--- config.mk ---
export PLATFORM = sky130hd
export DESIGN_NAME = hamming_secded_decoder_flat
export DESIGN_NICKNAME = d
export VERILOG_FILES = /design/src/rtl/hamming_pkg.sv /design/src/rtl/hamming_secded_decoder_if.sv /design/src/rtl/hamming_syndrome.sv /design/src/rtl/hamming_secded_decoder.sv /design/src/flat_wrapper.sv
export SDC_FILE = /design/constraint.sdc
export NUM_CORES = 1
export LEC_CHECK = 0
export BUFFER_PORTS_ARGS = -buffer_cell sky130_fd_sc_hd__buf_4
export CAP_MARGIN = 20
export CORE_ASPECT_RATIO = 2
export CORE_MARGIN = 3
export CORE_UTILIZATION = 54
export CTS_BUF_LIST = sky130_fd_sc_hd__clkbuf_16
export DETAILED_ROUTE_END_ITERATION = 6
export PLACE_DENSITY = 0.83
export SLEW_MARGIN = 10
export SYNTH_ARGS = -nofsm -noshare
export SYNTH_HDL_FRONTEND = slang
export SYNTH_HIERARCHICAL = 1
export SYNTH_SLANG_ARGS = --single-unit
export TNS_END_PERCENT = 10
--- constraint.sdc ---
create_clock -name clk -period 1.9 [get_ports clk]
set_clock_uncertainty 0.05 [all_clocks]
set_input_delay 0.57 -clock clk [delete_from_list [all_inputs] [get_ports clk]]
set_output_delay 0.57 -clock clk [all_outputs]
set_load 0.01 [all_outputs]
--- src/rtl/hamming_pkg.sv ---
// Shared helpers for the SECDED Hamming codec family.
//   calc_par_w      : Hamming parity-bit count P for a data width (2^P >= DATA_W+P+1)
//   is_pow2         : true for parity positions 1,2,4,...
//   pos_to_data_idx : data index carried at a non-power-of-two position (3 -> 0, 5 -> 1, ...)
//   data_pos        : inverse mapping, data index -> codeword position
//   dec_status_t    : per-word decode classification, sized for PAR_W <= MAX_PAR_W
//   classify        : syndrome/overall-parity -> classification
package hamming_pkg;

  // Status fields are sized for the widest supported syndrome (DATA_W up to 247).
  localparam int unsigned MAX_PAR_W = 8;

  typedef struct packed {
    logic [MAX_PAR_W-1:0] syndrome;
    logic                 corr;
    logic                 uncorr;
    logic [MAX_PAR_W-1:0] pos;
  } dec_status_t;

  function automatic int unsigned calc_par_w(int unsigned data_w);
    int unsigned p;
    p = 31;
    for (int unsigned k = 30; k >= 1; k--) begin
      if ((64'd1 << k) >= 64'(data_w + k + 1)) p = k;
    end
    return p;
  endfunction

  function automatic bit is_pow2(int unsigned v);
    return (v != 0) && ((v & (v - 1)) == 0);
  endfunction

  // Data bits fill non-parity positions in order, so subtract the parity
  // positions at or below pos and the unused position 0.
  function automatic int unsigned pos_to_data_idx(int unsigned pos);
    int unsigned n_par;
    n_par = 0;
    for (int unsigned k = 0; k < 32; k++) begin
      if ((64'd1 << k) <= 64'(pos)) n_par++;
    end
    return pos - n_par - 1;
  endfunction

  function automatic int unsigned data_pos(int unsigned idx);
    int unsigned pos;
    pos = 0;
    for (int unsigned p = 3; p < 1024; p++) begin
      if (!is_pow2(p) && pos == 0 && pos_to_data_idx(p) == idx) pos = p;
    end
    return pos;
  endfunction

  // Syndrome 0 with parity error means the overall parity bit itself flipped.
  function automatic dec_status_t classify(logic [MAX_PAR_W-1:0] syn, logic par,
                                           int unsigned code_w);
    dec_status_t st;
    st          = '0;
    st.syndrome = syn;
    if (par) begin
      if (32'(syn) <= code_w - 1) begin
        st.corr = 1'b1;
        st.pos  = syn;
      end else begin
        st.uncorr = 1'b1;
      end
    end else if (syn != '0) begin
      st.uncorr = 1'b1;
    end
    return st;
  endfunction

endpackage

--- src/rtl/hamming_secded_decoder_if.sv ---
// Stream interface of the SECDED decoder: codeword input stream and
// decoded result stream, both valid/ready.
//   master : source of codewords and sink of results (environment side)
//   slave  : the decoder
interface hamming_secded_decoder_if
  import hamming_pkg::*;
#(
  parameter int unsigned DATA_W = 32
);
  localparam int unsigned PAR_W  = calc_par_w(DATA_W);
  localparam int unsigned CODE_W = DATA_W + PAR_W + 1;

  logic              in_valid;
  logic              in_ready;
  logic [CODE_W-1:0] code_in;
  logic              out_valid;
  logic              out_ready;
  logic [DATA_W-1:0] out_data;
  logic [PAR_W-1:0]  out_syndrome;
  logic              out_corr;
  logic              out_uncorr;
  logic [PAR_W-1:0]  out_pos;

  modport master (
    output in_valid, code_in, out_ready,
    input  in_ready, out_valid, out_data, out_syndrome, out_corr, out_uncorr, out_pos
  );

  modport slave (
    input  in_valid, code_in, out_ready,
    output in_ready, out_valid, out_data, out_syndrome, out_corr, out_uncorr, out_pos
  );

endinterface

--- src/rtl/hamming_syndrome.sv ---
// Combinational Hamming syndrome and overall parity of a SECDED codeword.
//   code_i       : codeword, bit 0 = overall parity, bit i = Hamming position i
//   syndrome_c_o : XOR of the indices of all set positions i >= 1
//   parity_c_o   : XOR of all codeword bits (1 = odd number of errors)
module hamming_syndrome #(
  parameter int unsigned CODE_W = 39,
  parameter int unsigned PAR_W  = 6
) (
  input  logic [CODE_W-1:0] code_i,
  output logic [PAR_W-1:0]  syndrome_c_o,
  output logic              parity_c_o
);

  always_comb begin
    syndrome_c_o = '0;
    for (int unsigned i = 1; i < CODE_W; i++) begin
      if (code_i[i]) syndrome_c_o = syndrome_c_o ^ PAR_W'(i);
    end
    parity_c_o = ^code_i;
  end

endmodule

--- src/rtl/hamming_secded_decoder.sv ---
// Two-stage pipelined SECDED Hamming decoder with valid/ready backpressure.
//   clk, rst_n         : clock, asynchronous active-low reset
//   bus (slave)        : codeword in (in_valid/in_ready/code_in), result out
//                        (out_valid/out_ready/out_data/out_syndrome/out_corr/out_uncorr/out_pos)
//   cnt_clr            : synchronous clear of the error counters
//   corr_cnt/uncorr_cnt: saturating counts of accepted corrected/uncorrectable words
// Build option: define SECDED_ERR_CNT_EN to include the error counters;
// otherwise they read 0 and cnt_clr is ignored.
module hamming_secded_decoder
  import hamming_pkg::*;
#(
  parameter int unsigned DATA_W = 32,
  parameter int unsigned CNT_W  = 16
) (
  input  logic                 clk,
  input  logic                 rst_n,
  hamming_secded_decoder_if.slave bus,
  input  logic                 cnt_clr,
  output logic [CNT_W-1:0]     corr_cnt,
  output logic [CNT_W-1:0]     uncorr_cnt
);

  localparam int unsigned PAR_W  = calc_par_w(DATA_W);
  localparam int unsigned CODE_W = DATA_W + PAR_W + 1;

  // Pipeline handshake: each stage loads when empty or when its successor loads.
  logic s1_valid_q;
  logic out_valid_q;
  logic s2_load_c;
  logic s1_load_c;

  assign s2_load_c    = !out_valid_q || bus.out_ready;
  assign s1_load_c    = !s1_valid_q || s2_load_c;
  assign bus.in_ready = s1_load_c;

  // Stage 1: syndrome, parity and raw data extraction
  logic [PAR_W-1:0]  syn_c;
  logic              par_c;
  logic [DATA_W-1:0] raw_data_c;

  hamming_syndrome #(
    .CODE_W (CODE_W),
    .PAR_W  (PAR_W)
  ) u_syndrome (
    .code_i       (bus.code_in),
    .syndrome_c_o (syn_c),
    .parity_c_o   (par_c)
  );

  for (genvar gp = 3; gp < CODE_W; gp++) begin : g_extract
    if (!is_pow2(gp)) begin : g_data
      assign raw_data_c[pos_to_data_idx(gp)] = bus.code_in[gp];
    end
  end

  logic [DATA_W-1:0] s1_data_q;
  logic [PAR_W-1:0]  s1_syn_q;
  logic              s1_par_q;

  always_ff @(posedge clk or negedge rst_n) begin
    if (!rst_n) begin
      s1_valid_q <= 1'b0;
      s1_data_q  <= '0;
      s1_syn_q   <= '0;
      s1_par_q   <= 1'b0;
    end else if (s1_load_c) begin
      s1_valid_q <= bus.in_valid;
      if (bus.in_valid) begin
        s1_data_q <= raw_data_c;
        s1_syn_q  <= syn_c;
        s1_par_q  <= par_c;
      end
    end
  end

  // Stage 2: classify and correct. Only data positions matter for the flip;
  // a corrected parity position leaves the data untouched.
  dec_status_t       status_c;
  logic [DATA_W-1:0] flip_c;
  logic [DATA_W-1:0] out_data_d;

  assign status_c = classify(MAX_PAR_W'(s1_syn_q), s1_par_q, CODE_W);

  for (genvar gj = 0; gj < DATA_W; gj++) begin : g_flip
    localparam int unsigned POS = data_pos(gj);
    assign flip_c[gj] = status_c.corr && (s1_syn_q == PAR_W'(POS));
  end

  assign out_data_d = s1_data_q ^ flip_c;

  logic [DATA_W-1:0] out_data_q;
  logic [PAR_W-1:0]  out_syndrome_q;
  logic              out_corr_q;
  logic              out_uncorr_q;
  logic [PAR_W-1:0]  out_pos_q;

  always_ff @(posedge clk or negedge rst_n) begin
    if (!rst_n) begin
      out_valid_q    <= 1'b0;
      out_data_q     <= '0;
      out_syndrome_q <= '0;
      out_corr_q     <= 1'b0;
      out_uncorr_q   <= 1'b0;
      out_pos_q      <= '0;
    end else if (s2_load_c) begin
      out_valid_q <= s1_valid_q;
      if (s1_valid_q) begin
        out_data_q     <= out_data_d;
        out_syndrome_q <= PAR_W'(status_c.syndrome);
        out_corr_q     <= status_c.corr;
        out_uncorr_q   <= status_c.uncorr;
        out_pos_q      <= PAR_W'(status_c.pos);
      end
    end
  end

  assign bus.out_valid    = out_valid_q;
  assign bus.out_data     = out_data_q;
  assign bus.out_syndrome = out_syndrome_q;
  assign bus.out_corr     = out_corr_q;
  assign bus.out_uncorr   = out_uncorr_q;
  assign bus.out_pos      = out_pos_q;

`ifdef SECDED_ERR_CNT_EN
  // Saturating statistics, bumped when a flagged result is accepted; clear wins.
  logic             out_fire_c;
  logic [CNT_W-1:0] corr_cnt_q;
  logic [CNT_W-1:0] uncorr_cnt_q;

  assign out_fire_c = out_valid_q && bus.out_ready;

  always_ff @(posedge clk or negedge rst_n) begin
    if (!rst_n) begin
      corr_cnt_q   <= '0;
      uncorr_cnt_q <= '0;
    end else if (cnt_clr) begin
      corr_cnt_q   <= '0;
      uncorr_cnt_q <= '0;
    end else if (out_fire_c) begin
      if (out_corr_q && !(&corr_cnt_q))     corr_cnt_q   <= corr_cnt_q + CNT_W'(1);
      if (out_uncorr_q && !(&uncorr_cnt_q)) uncorr_cnt_q <= uncorr_cnt_q + CNT_W'(1);
    end
  end

  assign corr_cnt   = corr_cnt_q;
  assign uncorr_cnt = uncorr_cnt_q;
`else
  logic unused_cnt_clr;
  assign unused_cnt_clr = cnt_clr;
  assign corr_cnt       = '0;
  assign uncorr_cnt     = '0;
`endif

endmodule
--- src/flat_wrapper.sv ---
// flat-port wrapper written by rule: the top's interface ports become plain ports
module hamming_secded_decoder_flat import hamming_pkg::*;
#(
  parameter int unsigned DATA_W = 32,
  parameter int unsigned CNT_W  = 16
)
  (clk, rst_n, cnt_clr, corr_cnt, uncorr_cnt, bus_in_valid, bus_code_in, bus_out_ready, bus_in_ready, bus_out_valid, bus_out_data, bus_out_syndrome, bus_out_corr, bus_out_uncorr, bus_out_pos);
  hamming_secded_decoder_if #(.DATA_W(DATA_W)) bus_i ();
  input  logic clk;
  input  logic rst_n;
  input  logic cnt_clr;
  output logic [CNT_W-1:0] corr_cnt;
  output logic [CNT_W-1:0] uncorr_cnt;
  input wire logic [$bits(bus_i.in_valid)-1:0] bus_in_valid;
  input wire logic [$bits(bus_i.code_in)-1:0] bus_code_in;
  input wire logic [$bits(bus_i.out_ready)-1:0] bus_out_ready;
  output wire logic [$bits(bus_i.in_ready)-1:0] bus_in_ready;
  output wire logic [$bits(bus_i.out_valid)-1:0] bus_out_valid;
  output wire logic [$bits(bus_i.out_data)-1:0] bus_out_data;
  output wire logic [$bits(bus_i.out_syndrome)-1:0] bus_out_syndrome;
  output wire logic [$bits(bus_i.out_corr)-1:0] bus_out_corr;
  output wire logic [$bits(bus_i.out_uncorr)-1:0] bus_out_uncorr;
  output wire logic [$bits(bus_i.out_pos)-1:0] bus_out_pos;
  assign bus_i.in_valid = bus_in_valid;
  assign bus_i.code_in = bus_code_in;
  assign bus_i.out_ready = bus_out_ready;
  assign bus_in_ready = bus_i.in_ready;
  assign bus_out_valid = bus_i.out_valid;
  assign bus_out_data = bus_i.out_data;
  assign bus_out_syndrome = bus_i.out_syndrome;
  assign bus_out_corr = bus_i.out_corr;
  assign bus_out_uncorr = bus_i.out_uncorr;
  assign bus_out_pos = bus_i.out_pos;
  hamming_secded_decoder #(.DATA_W(DATA_W), .CNT_W(CNT_W)) u_core (.clk(clk), .rst_n(rst_n), .bus(bus_i), .cnt_clr(cnt_clr), .corr_cnt(corr_cnt), .uncorr_cnt(uncorr_cnt));
endmodule
==> impl_metrics.tcl <==
set metrics [dict create \
    failed_checks "negative setup slack" \
    overflow 0 \
    synth_warnings 6 \
    die-area_mm2 0.01018 \
    cts_buffers 9 \
    nNetsFinal 615 \
    diodes 0 \
    hold_class "input pin to async pin" \
    vias_per_cell 5.737 \
    syn-cell-area_mm2 0.004830 \
    period_share 1.007 \
    multi_input_area_mm2 0.002470 \
    final_max_slew_viol_count 0 \
    rsz0062_at_grt "yes" \
    dp_hpwl_mm 9.091 \
    report.final.setup_viol 1 \
    clk_path_buf_depth 2 \
    tritoncts "built" \
    clock_sink_count 87 \
    drive_gt1_frac 0.3802 \
    r2r-end "u_core/bus.out_uncorr" \
    whs_ps 64.61 \
    layout_setup_ws_ps -13.96 \
    tns_ps -13.96 \
    critPathCaptureType "flip-flop" \
    ys.flop_type "dfrtp_1" \
    critPathMaxFanout 2 \
    syn_to_final_growth_pct 29.90 \
    regArea_mm2 0.002177 \
    core_area_mm2 0.008648 \
    grt_pass1_vias 3894 \
    portBuffers 90 \
    fp.dieH_um 139.7 \
    fin_util 0.7254 \
    n_fill_cell 636 \
    hold_buffers 0 \
    clock_latency_ps 340 \
    grt_start_max_net_pins 40 \
    cts.clk_slew.worst_paths_ps 60 \
    ys_types 36 \
    std_cell_rows 48 \
    drc_errors 0 \
    antenna_found_initial 0 \
    place_area_mm2 0.005924 \
    routed_wirelength_mm 11.76 \
    grt_first_pass_wirelength_mm 19.33 \
    cp-endpoint "u_core/s1_par_q" \
    place_congestion 0.8416 \
    critPathLaunchType "input pin" \
    htree_levels 3 \
    pre_cts_slack_ps -371.4 \
    track_usage 0.2460 \
    die_w_um 72.87 \
    peakVddDrop_v 0.001057 \
    p_leak_nw 2.686 \
    io_pins 124 \
    fmax_mhz 522.5 \
    ys_ff_latch 87 \
    first_iter_violations 273 \
    ant_nets 0 \
    dr.pass1.iters 4 \
    synth_area_per_cell_um2 10.83 \
    wl_per_cell_um 17.39 \
    synth_edf_count 0 \
    hold_viol 0 \
    critPathRequiredTime_ps 2070 \
    seq_area_frac_synth 0.4508 \
    root_buffer "clkbuf_16" \
    critical_path_arrival_ps 2090 \
    syn_inst 446 \
    r2r-start "u_core/s1_syn_q[3]" \
    period_minus_slack_ps 1914 \
    async_flop_share 1.000 \
    start_util 0.5584 \
    setup.worst_path.start "bus_code_in[21]" \
    status "finished, violations left" \
    maxCapViolations 0 \
    power.density_mw_per_mm2 1205 \
    worst-setup-path-type "input pin to flip-flop" \
    r2r_cells 3 \
    rrSetupSlack_ps 70 \
    vias 3878 \
    design_area_mm2 0.006274 \
]
-- repair_timing --
action	in CTS	in global routing
pin swaps	3	2
setup buffers	1	0
setup endpoints to repair	1	4
endpoints found under the hold margin	0	0
resized for setup	1	4
-- Yosys cell counts (all sizes together) (2+ instances only) --
cell	count	share of area
clkbuf	22	0.017
xor2	15	0.029
a21oi	32	0.033
mux2	42	0.098
o31ai	19	0.030
nand4bb	4	0.0093
or3	13	0.017
dfrtp	87	0.45
nand3b	4	0.0062
or4	20	0.031
a31oi	32	0.041
mux2i	2	0.0041
o21ai	18	0.019
buf	43	0.061
xnor2	54	0.10
o2bb2ai	4	0.0073
nand2	4	0.0031
nand2b	6	0.0078
inv	6	0.0047
or2	3	0.0039
nand3	6	0.0062
-- through the flow --
step	total power, W	cells
2_1_floorplan	0.004457	477
3_3_place_gp	0.005565	659
3_5_place_dp	0.005719	659
4_1_cts	0.007574	676
5_1_grt	0.007991	676
6_report	0.007559	676
-- cells by family (layout without fill, tap and decap cells) --
family | Yosys count | count (layout) | share of synthesized area
AO/OA/AOI/OAI | 107 | 107 | 0.1334
flip-flops | 87 | 87 | 0.4508
buffers and inverters | 71 | 170 | 0.08264
XOR/XNOR | 70 | 70 | 0.1360
AND/OR/NAND/NOR | 66 | 66 | 0.09430
multiplexers | 44 | 44 | 0.1021
other | 1 | 32 | 0.0007765
-- worst max-delay path, cell delays in order --
cell     delay (ps)
buf_4           130
xnor2_2         150
xnor2_2         280
xnor2_2         180
xnor3_1         370
xor2_1          150
mux2_2          260
-- power breakdown --
group          switching (W)  internal, W  total, W
Clock               0.000682      0.00113   0.00181
Combinational        0.00146      0.00150   0.00296
Sequential          0.000460      0.00233   0.00279
Total                0.00260      0.00496   0.00756
-- layout make-up --
| type | instances | area share |
|---|---|---|
| repair buffers | 148 | 0.1871 |
| inverters | 6 | 0.003590 |
| clock inverters | 7 | 0.01276 |
| clock buffers | 9 | 0.03590 |
| flip-flops and latches | 87 | 0.3470 |
| multi-input cells | 319 | 0.3937 |
| well taps | 100 | 0.01994 |
-- per-layer routing --
layer  routed length [um]  global-route usage  up-vias  share of wire
met5                    0                   0        -              0
met3                  601             0.04194       26          0.051
li1                     -                   -     1796              -
met4                  436              0.1138        0          0.037
met2                 6535              0.4290      156           0.56
met1                 4185              0.2846     1900           0.36
-- sequential cells by signal, indices dropped and copies added (netlist names) --
signal and count:
u_core/bus.out_uncorr 1, u_core/s1_par_q 1, u_core/bus.out_corr 1, u_core/s1_data_q 32, u_core/bus.out_pos 6, u_core/s1_syn_q 6, u_core/bus.out_syndrome 6, u_core/bus.out_valid 1
u_core/bus.out_data 32, u_core/s1_valid_q 1
-- worst min-delay path by stage --
| stage | startpoint | to | slack (ps) | cells past startpoint |
|---|---|---|---|---|
| after floorplan | rst_n | u_core/bus.out_corr | 220 | 0 |
| after global placement | rst_n | u_core/bus.out_syndrome[0] | 420 | 1 |
| after detailed placement | rst_n | u_core/bus.out_syndrome[0] | 430 | 1 |
| after CTS | rst_n | u_core/bus.out_syndrome[0] | 60 | 1 |
| after global routing | rst_n | u_core/bus.out_syndrome[0] | 70 | 1 |
| final | rst_n | u_core/bus.out_syndrome[0] | 60 | 1 |
-- cells in the final DEF, fill, tap and decap left out, drive strengths merged, types with 2 or more instances in the layout --
master	count
buf	148
dfrtp	87
xnor2	54
mux2	42
a21oi	32
a31oi	32
conb	32
or4	20
o31ai	19
o21ai	18
xor2	15
or3	13
clkbuf	9
inv	8
nand3	6
nand2b	6
nand3b	4
nand2	4
nand4bb	4
o2bb2ai	4
clkinv	3
or2	3
bufinv	2
mux2i	2
(Power assumes the default switching activity.)
